<file path="src/rtl/wb_config_loader.sv">
// rtl/wb_config_loader.sv - Wishbone slave turning DATA writes into per-column serial config streams
// Optional build macro CFG_READBACK_EN adds cfg_tail_i capture and DATA readback.
module wb_config_loader #(
    parameter int          MX        = 4,
    parameter logic [31:0] BASE_ADDR = 32'h3000_0000,
    parameter int          CNT_W     = 16
) (
    input  logic          wb_clk_i,
    input  logic          wb_rst_ni,
    input  logic          wbs_stb_i,
    input  logic          wbs_cyc_i,
    input  logic          wbs_we_i,
    input  logic [3:0]    wbs_sel_i,
    input  logic [31:0]   wbs_dat_i,
    input  logic [31:0]   wbs_adr_i,
`ifdef CFG_READBACK_EN
    input  logic [MX-1:0] cfg_tail_i,
`endif
    output logic          wbs_ack_o,
    output logic [31:0]   wbs_dat_o,
    output logic [MX-1:0] cfg_data_o,
    output logic [MX-1:0] cfg_en_o,
    output logic          fabric_rst_o
);

    typedef enum logic [1:0] {IDLE, SHIFT, ACK} state_t;

    state_t           state;
    logic [7:0]       shreg  [MX];
    logic [3:0]       rem    [MX];
    logic [7:0]       bitcnt [MX];
    logic [3:0]       eff    [MX];
    logic [CNT_W-1:0] cyc_cnt;
    logic [CNT_W-1:0] cyc_next;
    logic [31:0]      rd_data;
    logic [3:0]       offset;
    logic             req;
    logic             any_load;
    logic             any_rem;
`ifdef CFG_READBACK_EN
    logic [7:0]       rb     [MX];
`endif

    assign offset   = wbs_adr_i[3:0];
    assign req      = wbs_stb_i & wbs_cyc_i & (wbs_adr_i[31:4] == BASE_ADDR[31:4]);
    assign cyc_next = (&cyc_cnt) ? cyc_cnt : cyc_cnt + 1'b1;

    always_comb begin
        any_load = 1'b0;
        any_rem  = 1'b0;
        for (int j = 0; j < MX; j++) begin
            eff[j] = (bitcnt[j] > 8'd8) ? 4'd8 : bitcnt[j][3:0];
            if (wbs_sel_i[j] && eff[j] != 4'd0)
                any_load = 1'b1;
            if (rem[j] != 4'd0)
                any_rem = 1'b1;
        end
    end

    always_comb begin
        rd_data = '0;
        case (offset)
            4'd0: rd_data = {31'b0, fabric_rst_o};
            4'd1: for (int j = 0; j < MX; j++) rd_data[8*j +: 8] = bitcnt[j];
`ifdef CFG_READBACK_EN
            4'd2: for (int j = 0; j < MX; j++) rd_data[8*j +: 8] = rb[j];
`endif
            4'd3: rd_data = {(state != IDLE), 15'b0, 16'(cyc_cnt)};
            default: rd_data = '0;
        endcase
    end

    // The first bit of every loaded lane is presented straight off the accept
    // edge, so cfg_en_o covers cycles 1..N and the ack lands in cycle N+1.
    always_ff @(posedge wb_clk_i or negedge wb_rst_ni) begin
        if (!wb_rst_ni) begin
            state        <= IDLE;
            wbs_ack_o    <= 1'b0;
            wbs_dat_o    <= '0;
            cfg_en_o     <= '0;
            cfg_data_o   <= '0;
            fabric_rst_o <= 1'b1;
            cyc_cnt      <= '0;
            for (int j = 0; j < MX; j++) begin
                shreg[j]  <= '0;
                rem[j]    <= '0;
                bitcnt[j] <= 8'd8;
`ifdef CFG_READBACK_EN
                rb[j]     <= '0;
`endif
            end
        end else begin
            wbs_ack_o <= 1'b0;
            wbs_dat_o <= '0;
`ifdef CFG_READBACK_EN
            for (int j = 0; j < MX; j++)
                if (cfg_en_o[j])
                    rb[j] <= {cfg_tail_i[j], rb[j][7:1]};
`endif
            case (state)
                IDLE: begin
                    if (req) begin
                        if (wbs_we_i && offset == 4'd2) begin
                            for (int j = 0; j < MX; j++) begin
                                if (wbs_sel_i[j] && eff[j] != 4'd0) begin
                                    cfg_en_o[j]   <= 1'b1;
                                    cfg_data_o[j] <= wbs_dat_i[8*j];
                                    shreg[j]      <= {1'b0, wbs_dat_i[8*j+1 +: 7]};
                                    rem[j]        <= eff[j] - 4'd1;
                                end else begin
                                    cfg_en_o[j] <= 1'b0;
                                    rem[j]      <= 4'd0;
                                end
                            end
                            if (any_load) begin
                                state   <= SHIFT;
                                cyc_cnt <= cyc_next;
                            end else begin
                                state     <= ACK;
                                wbs_ack_o <= 1'b1;
                            end
                        end else begin
                            if (wbs_we_i) begin
                                if (offset == 4'd0 && wbs_sel_i[0]) begin
                                    fabric_rst_o <= wbs_dat_i[0];
                                    if (wbs_dat_i[1])
                                        cyc_cnt <= '0;
                                end
                                if (offset == 4'd1)
                                    for (int j = 0; j < MX; j++)
                                        if (wbs_sel_i[j])
                                            bitcnt[j] <= wbs_dat_i[8*j +: 8];
                            end else begin
                                wbs_dat_o <= rd_data;
                            end
                            state     <= ACK;
                            wbs_ack_o <= 1'b1;
                        end
                    end
                end
                SHIFT: begin
                    for (int j = 0; j < MX; j++) begin
                        if (rem[j] != 4'd0) begin
                            cfg_en_o[j]   <= 1'b1;
                            cfg_data_o[j] <= shreg[j][0];
                            shreg[j]      <= {1'b0, shreg[j][7:1]};
                            rem[j]        <= rem[j] - 4'd1;
                        end else begin
                            cfg_en_o[j] <= 1'b0;
                        end
                    end
                    if (any_rem) begin
                        cyc_cnt <= cyc_next;
                    end else begin
                        state     <= ACK;
                        wbs_ack_o <= 1'b1;
                    end
                end
                default: state <= IDLE;
            endcase
        end
    end

endmodule

</file>
<file path="config.mk">
export PLATFORM = sky130hd
export DESIGN_NAME = wb_config_loader
export DESIGN_NICKNAME = d
export VERILOG_FILES = /design/src/rtl/wb_config_loader.sv
export SDC_FILE = /design/constraint.sdc
export NUM_CORES = 1
export LEC_CHECK = 0
export CAP_MARGIN = 5
export CORE_MARGIN = 3
export CORE_UTILIZATION = 50
export DETAILED_ROUTE_END_ITERATION = 16
export HOLD_SLACK_MARGIN = 0.02
export PLACE_DENSITY = 0.72
export SYNTH_ARGS = -nofsm -noshare
export SYNTH_HDL_FRONTEND = slang
export SYNTH_SLANG_ARGS = --single-unit
export TNS_END_PERCENT = 30
</file>
<file path="constraint.sdc">
create_clock -name wb_clk_i -period 3.9 [get_ports wb_clk_i]
set_input_delay 0.585 -clock wb_clk_i [delete_from_list [all_inputs] [get_ports wb_clk_i]]
set_output_delay 0.585 -clock wb_clk_i [all_outputs]
set_load 0.01 [all_outputs]
</file>
---- After elaboration in Yosys (flattened, before gate mapping) ----
Index checks and enable logic that the tools add are counted.
storage, ports and cells
  output and inout port bits .............. 42
  register bits ........................... 140
  word-level logic and storage cells ...... 172
  input bits .............................. 73
operators by class
  add/sub/neg operators ................... 9
  $lt $le $gt $ge ......................... 4
  bitwise logic cells ..................... 3
  equal/unequal tests ..................... 21
  muxes and demuxes ....................... 78
  reduce and logical (&&, ||, !) cells .... 35
operators by type and width
  operator               number
  $mux 32                6
  $mux 16                10
  $pmux 32 s3            1
  $mux 4                 16
  $mux 8                 8
  $pmux 16 s2            2
  $pmux 32 s2            1
  $gt 8x4->1 const B     4
  $reduce_bool 4->1      8
  $sub 4x1->4 const B    8
  $eq 28x26->1 const B   1
  $mux 1                 26
  $reduce_and 5->1       5
  $ne 2x2->1 const B     12
  $reduce_and 6->1       4
  $add 16x1->16 const B  1
  $pmux 4 s2             2
  $reduce_and 16->1      1
  $reduce_and 4->1       4
  $ne 3x3->1 const B     4
  $eq 4x2->1 const B     2
  $mux 2                 4
  $reduce_and 7->1       1
  $logic_and 1x1->1      6
  11 further kinds       13

---- Logic depth before layout (Yosys ltp) ----
  depth after elaboration ................. 12
  mapped depth ............................ 12

---- Least setup slack after synthesis ----
Ideal clock, no wire load.
  path kind ............................... reg-to-reg
  start point ............................. register bitcnt[15] (netlist name)
  end point ............................... register cyc_cnt[4]
  buffers on the path ..................... 1
  cell stages (with the launch flop) ...... 12
  arrival ................................. 2831 ps
  path slack .............................. 974 ps
  period minus slack after synthesis ...... 2926 ps
  required time ........................... 3805 ps
  cells stage by stage .................... dfrtp_1 > or3_1 > nor3_1 > nand2_1 > ha_1 > or4b_2 > o21ai_1 > a41oi_1 > o211ai_2 > or2_2 > buf_4 > o31ai_1
between the ends
  longest elaborated chain between the ends .. 8
RTL lines
  what                               RTL line  text
  start, declared                    31        logic [7:0] bitcnt [MX];
  start signal, assigned by index    132       bitcnt[j] <= wbs_dat_i[8*j +: 8];
  $gt 8x4->1                         52        eff[j] = (bitcnt[j] > 8'd8) ? 4'd8 : bitcnt[j][3:0];
  $mux 4                             52
  $reduce_bool 4->1                  53        if (wbs_sel_i[j] && eff[j] != 4'd0)
  $logic_and 1x1->1                  53
  $mux 1 (2 in series)               53
  $ne 3x3->1 (no source line)        --
  $reduce_and 7->1 (no source line)  --
  end signal, assigned               117       cyc_cnt <= cyc_next;
  end signal, assigned               153       cyc_cnt <= cyc_next;
  end, declared                      33        logic [CNT_W-1:0] cyc_cnt;
No other way between the ends.
A chain may end at the register's enable or synchronous reset.

---- Final worst setup path ----
  start point ............................. register bitcnt[23] (netlist name)
  end point ............................... register cyc_cnt[5]
between the ends
  longest elaborated chain between the ends .. 9
RTL lines
  what                               RTL line
  $gt 8x4->1                         52
  $mux 4                             52
  $reduce_bool 4->1                  53
  $logic_and 1x1->1                  53
  $mux 1 (3 in series)               53
  $ne 3x3->1 (no source line)        --
  $reduce_and 7->1 (no source line)  --
No other way between the ends.

==> out/summary.log <==
INFO  synthesis      async_reset_ff_share=100%
INFO  pwr            vdd.ir_drop.worst=0.287mV
INFO  clock_tree     tritoncts=done
INFO  finish         area.growth.synth_to_final=28.3%
INFO  routing        via_count=5414
INFO  timing         tightestPinTransition=0.854ns
INFO  critical_path  timing.setup.critical_path_class=reg2reg
INFO  timing         fin_worst_hold_slack=0.261ns
INFO  timing         maxSlewViolCount=0
INFO  synthesis      synth_top_family_by_area=simple AND/OR/NAND/NOR gates
INFO  finish         postLayoutCellArea=0.00860mm^2
INFO  clock_tree     tritoncts_num_sinks=136
INFO  clock_tree     max-clock-path-buffers=2
INFO  die            floorplan.die_area=0.0148mm^2
INFO  routing        postRouteWirelength=16.6mm
INFO  timing         max_fclk=306MHz
INFO  clock_tree     clock_latency=0.42ns
INFO  placed_design  dp.final_hpwl=11.9mm
INFO  synthesis      synth_compound_gate_area_share=13.2%
INFO  global_route   globalRouteTotalUtil=23.5%
INFO  die            chip_height=122um
INFO  global_route   antenna_found_initial=0
INFO  global_route   grt_first_pass_wirelength=27.3mm
INFO  clock_tree     post-cts-setup-buffer-count=0
INFO  hold_path      hold_path_class=in2async
INFO  synthesis      top_cell_type_s_share_of_synthesized_area=48.9%
INFO  synthesis      synth_simple_gate_area_share=18.9%
INFO  synthesis      cell_type_with_the_largest_total_area_after_synthesis=sky130_fd_sc_hd__dfrtp_1
INFO  routing        ant_nets=0
INFO  synthesis      synth.yosys.seq_area_share=50.9%
INFO  die            placementRows=41
INFO  synthesis      synth_cells=651
INFO  critical_path  reg2reg_depth=10
INFO  routing        detail_route.iter0.violations=449
INFO  timing         min_period_over_period=83.8%
INFO  timing         timing.final.hold_violations=0
INFO  placed_design  io_buffer_count=114
INFO  global_route   globalRoute.totalOverflow=0
INFO  placed_design  gpl.final_weighted_congestion=0.873
INFO  finish         fillerInstances=1012
INFO  die            floorplan.initialDensity=52.1%
INFO  run            drv_cap=0
INFO  global_route   grt_start_max_net_pins=70
INFO  finish         num_antenna_cells=0
INFO  synthesis      synthesis.yosys.warnings=0
INFO  status         outcome=finished clean
INFO  placed_design  placed_cell_area=0.00803mm^2
INFO  timing         relSlewSlack=43.1%
INFO  routing        vias_per_cell=5.69
INFO  critical_path  endpoint_type_of_the_worst_setup_path=register
INFO  clock_tree     clkTransAtPathRegs=0.06ns
INFO  synthesis      postSynthNetCount=737
INFO  clock_tree     hold_buffers=0
INFO  timing         period_needed=3.27ns
INFO  critical_path  worst-endpoint-required=4.21ns
INFO  synthesis      synthMostInstantiatedCell=sky130_fd_sc_hd__dfrtp_1
INFO  critical_path  setup.reg_to_reg.worst_slack=0.63ns
INFO  critical_path  crit_fanout=11
INFO  critical_path  r2r-start=bitcnt[23]
INFO  pwr            power.leakage=0.00380uW
INFO  die            die_w=122um
INFO  synthesis      netlist_area=0.00670mm^2
INFO  routing        drc=0
INFO  synthesis      synth_xor_xnor_area_share=0.523%
INFO  routing        drt_pre_antenna_iters=5
INFO  synthesis      synth-seq-cells=136
INFO  synthesis      synthDistinctLibCells=62
INFO  global_route   grt_pass1_vias=5460
INFO  routing        wl_per_cell=17.4um
INFO  timing         fin_setup_tns=0ns
INFO  synthesis      ys.flop_type=sky130_fd_sc_hd__dfrtp_1
INFO  pwr            power_density=364mW/mm^2
INFO  critical_path  arrival=3.58ns
INFO  timing         rsz0062_at_grt=false
INFO  critical_path  start_kind=register
INFO  critical_path  r2r_end=cyc_cnt[5]
INFO  clock_tree     cts_root_buffer=sky130_fd_sc_hd__clkbuf_16
INFO  synthesis      synth-edff-count=0
INFO  synthesis      synth_top_cells_by_area=sky130_fd_sc_hd__dfrtp_1, sky130_fd_sc_hd__mux2_2, sky130_fd_sc_hd__mux2i_1
INFO  clock_tree     post_cts_resized=0
INFO  die            design.portCount=115
INFO  synthesis      netlist_top_cells_count=sky130_fd_sc_hd__dfrtp_1, sky130_fd_sc_hd__nand2_1, sky130_fd_sc_hd__o21ai_0
INFO  finish         drive_above_1_share=13.3%
INFO  timing         worst_clock_skew=0.00984ns
INFO  synthesis      share_of_synthesized_area_spent_on_multiplexers=11.4%
INFO  die            core_region_area=0.0129mm^2
INFO  clock_tree     cts-buffers-inserted=17
INFO  finish         nNetsFinal=853
INFO  synthesis      adder_cell_fraction_of_synth_area=2.43%
INFO  clock_tree     htree_num_levels=4
INFO  timing         setup_violating_endpoint_count_in_the_final_report=0
INFO  synthesis      synth_area_per_cell=10.3um^2
where the power goes:
part | internal [uW] | total, uW | switching (uW)
registers | 1420 | 1430 | 5.82
clock network | 970 | 1540 | 570
logic | 86.1 | 159 | 72.7
total | 2480 | 3130 | 648
registers in the layout, indices dropped and copies added, names as in the netlist:
signal,flops
wbs_dat_o,32
wbs_ack_o,1
state,2
shreg,28
cyc_cnt,16
bitcnt,32
cfg_data_o,4
rem,16
fabric_rst_o,1
cfg_en_o,4
layout make-up:
class | count | area, um^2 | area share, %
Tap cell | 172 | 215 | 2.50
Clock inverter | 8 | 96.3 | 1.12
Timing Repair Buffer | 125 | 1230 | 14.3
Inverter | 14 | 52.6 | 0.611
Multi-Input combinational cell | 473 | 3120 | 36.3
Sequential cell | 136 | 3410 | 39.6
Clock buffer | 24 | 472 | 5.48
layout by cell type, fill, tap and decap left out, drive strengths merged, types with 20 or more instances in the layout:
master and count:
nand2 75, a21oi 20, nor2 54, mux2 35, dfrtp 131, clkdlybuf4s50 113, mux2i 37, o21ai 59
nor3 27, clkbuf 24
worst max path at each step:
stage	startpoint	endpoint
2_1_floorplan	bitcnt[15]	cyc_cnt[4]
3_3_place_gp	wbs_adr_i[13]	bitcnt[9]
3_5_place_dp	wbs_adr_i[16]	bitcnt[7]
4_1_cts	bitcnt[23]	cyc_cnt[5]
5_1_grt	bitcnt[15]	cyc_cnt[5]
6_report	bitcnt[23]	cyc_cnt[5]
per-stage QoR:
step | worst slack [ns] | total power, uW | cells | util, %
finish | 0.631 | 3130 | 952 | 66.8
CTS | 0.620 | 3150 | 952 | 66.8
floorplan | 0.974 | 1490 | 651 | -
global route | 0.352 | 3240 | 952 | 66.8
global placement | 0.612 | 1610 | 920 | 62.4
detailed placement | 0.387 | 1610 | 920 | 62.4
cell families after synthesis:
logic type	count (synthesis)
adder cells (fa/ha/maj)	13
flip-flops	136
buffers and inverters	42
AO/OA/AOI/OAI	140
AND/OR/NAND/NOR	244
multiplexers	72
XOR/XNOR	4
critical path, cell delays in order, from the launching register on:
cell	delay [ns]
sky130_fd_sc_hd__dfrtp_1	0.39
sky130_fd_sc_hd__or3_1	0.43
sky130_fd_sc_hd__nor3_1	0.36
sky130_fd_sc_hd__nand2_1	0.18
sky130_fd_sc_hd__ha_1	0.23
sky130_fd_sc_hd__or4b_2	0.20
sky130_fd_sc_hd__o21ai_0	0.15
sky130_fd_sc_hd__a41oi_1	0.35
sky130_fd_sc_hd__o211ai_2	0.15
sky130_fd_sc_hd__or2_2	0.43
sky130_fd_sc_hd__o41ai_1	0.28
metal layers:
layer / part of all wire (%) / GRT usage [%] / routed length (um) / vias to the layer above
met4: 2.1 / 9.45 / 355 / 0
met3: 4.7 / 4.74 / 772 / 30
li1: - / - / - / 2579
met1: 43 / 31.2 / 7200 / 2668
met5: 0 / 0 / 0 / -
met2: 50 / 38.1 / 8250 / 137
No activity file was read; power rests on OpenSTA's default activity.
